<file path="src/rtl/fetch_pkg.sv">
// fetch_pkg: shared types, constants and helpers for the fetch-side aligner.
package fetch_pkg;
  typedef enum logic [1:0] {EMPTY, WORD, CROSS, CROSSW} align_state_t;
  localparam int HALF_W = 16;
  localparam int HALVES = 4;
  typedef logic [$clog2(HALVES)-1:0] hoff_t;
  function automatic logic is_rvc(input logic [HALF_W-1:0] half);
    return half[1:0] != 2'b11;
  endfunction
endpackage

</file>
<file path="src/rtl/inst_half_sel.sv">
// inst_half_sel: picks half[off] and half[off+1] of a fetch word, classifies it and gives the offset advance.
// Compressed classification only exists when INST_ALIGN_RVC_EN is defined.
module inst_half_sel
  import fetch_pkg::*;
#(
  parameter int FETCH_W = 64
) (
  input  logic [FETCH_W-1:0] word_i,
  input  hoff_t              off_i,
  output logic [HALF_W-1:0]  h0_o,
  output logic [HALF_W-1:0]  h1_o,
  output logic               rvc_o,
  output logic [2:0]         adv_o
);
  hoff_t off_n;
  assign off_n = off_i + 2'd1;
  assign h0_o = word_i[{off_i, 4'b0} +: HALF_W];
  assign h1_o = word_i[{off_n, 4'b0} +: HALF_W];
`ifdef INST_ALIGN_RVC_EN
  assign rvc_o = is_rvc(h0_o);
`else
  assign rvc_o = 1'b0;
`endif
  assign adv_o = rvc_o ? 3'd1 : 3'd2;
endmodule

</file>
<file path="src/rtl/inst_align.sv">
// inst_align: splits 64-bit fetch words into one 16/32-bit instruction per cycle with PC and compressed flag.
// Define INST_ALIGN_RVC_EN for C-extension support (RVC and word-straddling 32-bit instructions).
module inst_align
  import fetch_pkg::*;
#(
  parameter int XLEN    = 64,
  parameter int FETCH_W = 64
) (
  input  logic               clk,
  input  logic               rst,
  input  logic               flush,
  input  logic [XLEN-1:0]    redirect_pc,
  input  logic               fetch_valid,
  output logic               fetch_ready,
  input  logic [FETCH_W-1:0] fetch_data,
  input  logic [XLEN-1:0]    fetch_pc,
  output logic               inst_valid,
  input  logic               inst_ready,
  output logic [31:0]        inst,
  output logic [XLEN-1:0]    inst_pc,
  output logic               inst_rvc
);
  align_state_t st_q, st_d;
  hoff_t off_q, off_d;
  logic [FETCH_W-1:0] word_q;
  logic [XLEN-1:0] wpc_q, hpc_q;
  logic [HALF_W-1:0] hold_q, h0, h1;
  logic [2:0] adv, sum;
  logic rvc, straddle, fetch_hs, unused_ok;
  inst_half_sel #(.FETCH_W(FETCH_W)) u_sel (
    .word_i(word_q),
    .off_i (off_q),
    .h0_o  (h0),
    .h1_o  (h1),
    .rvc_o (rvc),
    .adv_o (adv)
  );
  assign sum = {1'b0, off_q} + adv;
  assign fetch_hs = fetch_valid && fetch_ready;
  assign unused_ok = ^redirect_pc;
`ifdef INST_ALIGN_RVC_EN
  assign straddle = st_q == WORD && !rvc && off_q == 2'd3;
`else
  assign straddle = 1'b0;
  assign hold_q = '0;
  assign hpc_q = '0;
`endif
  always_comb begin
    inst_valid = (st_q == WORD && !straddle) || st_q == CROSSW;
    inst_rvc = st_q == WORD && rvc;
    inst = st_q == CROSSW ? {word_q[HALF_W-1:0], hold_q} : rvc ? {16'b0, h0} : {h1, h0};
    inst_pc = st_q == CROSSW ? hpc_q : wpc_q + {{(XLEN-3){1'b0}}, off_q, 1'b0};
    fetch_ready = st_q == EMPTY || st_q == CROSS || straddle || (st_q == WORD && inst_ready && sum[2]);
  end
  always_comb begin
    st_d = st_q;
    off_d = off_q;
    case (st_q)
      EMPTY: st_d = fetch_valid ? WORD : EMPTY;
      WORD: begin
        if (straddle) begin
          st_d = fetch_valid ? CROSSW : CROSS;
          off_d = '0;
        end else if (inst_ready) begin
          off_d = sum[1:0];
          st_d = !sum[2] ? WORD : fetch_valid ? WORD : EMPTY;
        end
      end
`ifdef INST_ALIGN_RVC_EN
      CROSS: st_d = fetch_valid ? CROSSW : CROSS;
      CROSSW: begin
        st_d = inst_ready ? WORD : CROSSW;
        off_d = inst_ready ? 2'd1 : off_q;
      end
`endif
      default: st_d = EMPTY;
    endcase
  end
  always_ff @(posedge clk) begin
    if (rst || flush) begin
      st_q <= EMPTY;
      word_q <= '0;
      wpc_q <= '0;
`ifdef INST_ALIGN_RVC_EN
      off_q <= rst ? 2'd0 : redirect_pc[2:1];
`else
      off_q <= rst ? 2'd0 : {redirect_pc[2], 1'b0};
`endif
    end else begin
      st_q <= st_d;
      off_q <= off_d;
      word_q <= fetch_hs ? fetch_data : word_q;
      wpc_q <= fetch_hs ? fetch_pc : wpc_q;
    end
  end
`ifdef INST_ALIGN_RVC_EN
  // the low half of a straddling instruction parks here until its upper half arrives
  always_ff @(posedge clk) begin
    if (rst || flush) begin
      hold_q <= '0;
      hpc_q <= '0;
    end else if (straddle) begin
      hold_q <= h0;
      hpc_q <= wpc_q + XLEN'(6);
    end
  end
`endif
endmodule

</file>
<file path="config.mk">
export PLATFORM = sky130hd
export DESIGN_NAME = inst_align
export DESIGN_NICKNAME = d
export VERILOG_FILES = /design/src/rtl/fetch_pkg.sv /design/src/rtl/inst_half_sel.sv /design/src/rtl/inst_align.sv
export SDC_FILE = /design/constraint.sdc
export NUM_CORES = 1
export LEC_CHECK = 0
export CAP_MARGIN = 20
export CORE_MARGIN = 4
export CORE_UTILIZATION = 42
export DETAILED_ROUTE_END_ITERATION = 6
export PLACE_DENSITY_LB_ADDON = 0.3
export SLEW_MARGIN = 10
export SYNTH_ARGS = -nofsm -noshare
export SYNTH_HDL_FRONTEND = slang
export SYNTH_SLANG_ARGS = --single-unit
</file>
<file path="constraint.sdc">
create_clock -name clk -period 3 [get_ports clk]
set_input_delay 0.6 -clock clk [delete_from_list [all_inputs] [get_ports clk]]
set_output_delay 0.6 -clock clk [all_outputs]
set_load 0.05 [all_outputs]
</file>
==> results of run 1 <==
-- state kept, by name (all words and copies together), names as in the netlist --
signal	count
word_q	64
wpc_q	64
off_q	1
st_q	1
-- final timing paths --
| kind | startpoint | to | slack [ns] | depth (start not counted) |
|---|---|---|---|---|
| max | wpc_q[34] | inst_pc[43] | -0.11 | 6 |
| min | word_q[1] | word_q[1] | 0.45 | 2 |
| max reg2reg | off_q[1] | wpc_q[52] | 0.80 | 8 |
| min reg2reg | word_q[1] | word_q[1] | 0.45 | 2 |
-- power breakdown --
group / switching, W / total (W) / internal [W]
logic: 0.000440 / 0.000874 / 0.000434
clock network: 0.000789 / 0.00196 / 0.00117
registers: 0.0000525 / 0.00184 / 0.00179
-- layer usage --
| layer | vias up | wire length (µm) | global-route usage, % |
|---|---|---|---|
| li1 | 3205 | - | - |
| met1 | 3048 | 7976 | 26.56 |
| met2 | 250 | 10360 | 38.77 |
| met3 | 38 | 2011 | 8.923 |
| met4 | 0 | 486 | 8.924 |
| met5 | - | 0 | 0 |
-- timing repair --
item	CTS	global route
setup buffers	9	5
cloned	0	0
setup endpoints to repair	35	41
pin swaps	20	23
gates resized for setup	35	52
hold buffers	0	0
-- critical path, stage by stage (launching register included) --
cell     delay [ns]
dfxtp_1        0.50
nand4_1        0.19
buf_4          0.22
or2_2          0.35
nor4_1         0.36
xor2_1         0.28
buf_12         0.18
-- logic make-up (layout without fill, tap and decap cells) --
family,after synthesis,after routing,synth area share [%]
buf+inv,66,311,4.541
fa+ha+maj,3,3,0.5976
simple gates,402,402,28.56
compound gates,132,132,10.56
xor+xnor,60,60,8.365
mux,32,32,5.736
other cells,1,1,0.05969
flops,130,130,41.59
-- per-stage QoR --
step           total power, W  hold WS [ns]  setup WS [ns]  area [µm²]
6_report             0.004674        0.4520        -0.1125       10920
4_1_cts              0.004696        0.4517       -0.03752       10620
5_1_grt              0.004834        0.4669        -0.1921       10920
2_1_floorplan        0.002267        0.4329        0.05025        6282
3_5_place_dp         0.002735        0.4432         0.1571        9759
3_3_place_gp         0.002724        0.4383         0.1915        9759
-- final cells by class --
class	instances	area share (%)
multi-input combinational	630	34.95
clock buffer	21	4.504
tap	184	2.109
clock inverter	11	0.6991
timing repair buffer	267	33.34
inverter	12	0.4126
sequential	130	23.99
-- layout by cell type, fill, tap and decap left out, types with 8 or more instances in the layout --
| cell type | instances |
|---|---|
| a21oi_1 | 130 |
| clkbuf_16 | 23 |
| nand4_1 | 19 |
| inv_1 | 12 |
| nor4_4 | 9 |
| xor2_1 | 30 |
| clkdlybuf4s50_1 | 136 |
| dfxtp_1 | 124 |
| xnor2_1 | 17 |
| buf_12 | 91 |
| nand2_1 | 284 |
| nor2_1 | 17 |
| nor3_1 | 10 |
| nor4_2 | 8 |
| buf_4 | 29 |
| mux2_2 | 32 |
| nand3_1 | 13 |
==> results.toml, run 1 <==
[status]
status = "complete, but fails checks"
violations = "negative setup slack"

[timing]
worst_slack_ns = -0.1125
finalCriticalPeriod_ns = 3.112
drv_slew = 0
tns_ns = -0.3678
final-hold-violation-count = 0
fin_worst_skew_ns = 0.01057
rsz0062_at_grt = "yes"
fin_crit_sh_pct = 103.7
slew_headroom_pct = 66.60
fmax_mhz = 321.3
setup_viol = 11
worst_pin_slew_ns = 0.4995

[critical_path]
crit_arrival_ns = 2.51
cp_max_fo = 5
startpoint_type = "flop"
criticalPathCategory = "flop to output pin"
worst_setup_path_end_kind = "output pin"
required_ns = 2.40

[die]
ios = 296
fp.dieW_um = 130.3
initial_utilization_pct = 43.06
die_height_um = 130.3
die_area_um2 = 16980
rows = 44
coreArea_um2 = 14590

[power_and_ir_drop]
power_density_nw_per_um2 = 428.1
ir_drop_mv = 0.3823
leakage_nw = 4.345

[clock_tree]
cts_buffers = 17
clkSinkCount = 130
cts_tree = "done"
clk_pin_slew_worst_paths_ns = 0.06
cts-root-buf = "clkbuf_16"
clkLatencyLatePin_ns = 0.42
clk_path_buf_depth = 2
htree_levels = 4

[hold_path]
min_path_type = "flop to flop"

[yosys]
synthArstFlopShare_pct = 0
synthTopCellsByArea = "dfxtp_1 (41%), nand2_1 (17%), a21oi_1 (10%), mux2_2 (5.7%), xor2_1 (5.0%)"
synthTopCellsByCount = "nand2_1 (286), a21oi_1 (131), dfxtp_1 (129), clkbuf_1 (44), xor2_1 (36)"
syn_area_per_cell_um2 = 7.606
synth_edf_count = 1
seq_area_frac_synth_pct = 41.59
syn_inst = 826
synth_area_um2 = 6282
synth_cell_type_count = 35
yosys.cell_count.top_type = "nand2_1"
ys_ff_latch = 130
synth_top_cell_area_share_pct = 41.11
yosys.area.top_type = "dfxtp_1"
syn-num-nets = 1026
yosysWarnings = 0
ys.flop_type = "dfxtp_1"

[drt]
drt_iter0_markers = 332
routed-via-count = 6541
dr.pass1.iters = 5
drt_wl_total_um = 20840
drc_errors = 0
ant_nets = 0
viasPerCell = 5.212
post_drt_wl_per_cell_um = 16.60

[global_route]
grtUsageTotal_pct = 23.09
antenna_found_initial = 0
grt_max_degree = 105
grt_pass1_wl_um = 30880
gr-total-overflow = 0
grt_pass1_vias = 6151

[placed_design]
io_buffer_count = 231
dp_cells = 1209
gp_congestion = 0.9212
dp.final_hpwl_um = 13950

[cells_and_area]
nFillCells = 978
final_cells = 1255
multi_input_area_um2 = 3816
layout-drive-gt1-share_pct = 24.65
register_area_um2 = 2619
utilization_pct = 74.84
antennaDiodeCount = 0
fin_nets = 1258
area_growth_pct = 73.79

[job]
drv_cap = 0
Note: power is estimated with default switching activity, not from simulation.
==> inputs of run 2 (changes only) <==
--- a/config.mk
+++ b/config.mk
@@ -8,6 +8,7 @@
 export CAP_MARGIN = 20
 export CORE_MARGIN = 4
 export CORE_UTILIZATION = 42
+export CTS_CLUSTER_DIAMETER = 60
 export DETAILED_ROUTE_END_ITERATION = 6
 export PLACE_DENSITY_LB_ADDON = 0.3
 export SLEW_MARGIN = 10
==> results of run 2 <==
Same layout as run 1: the final DEF is identical, and so are final timing and power.
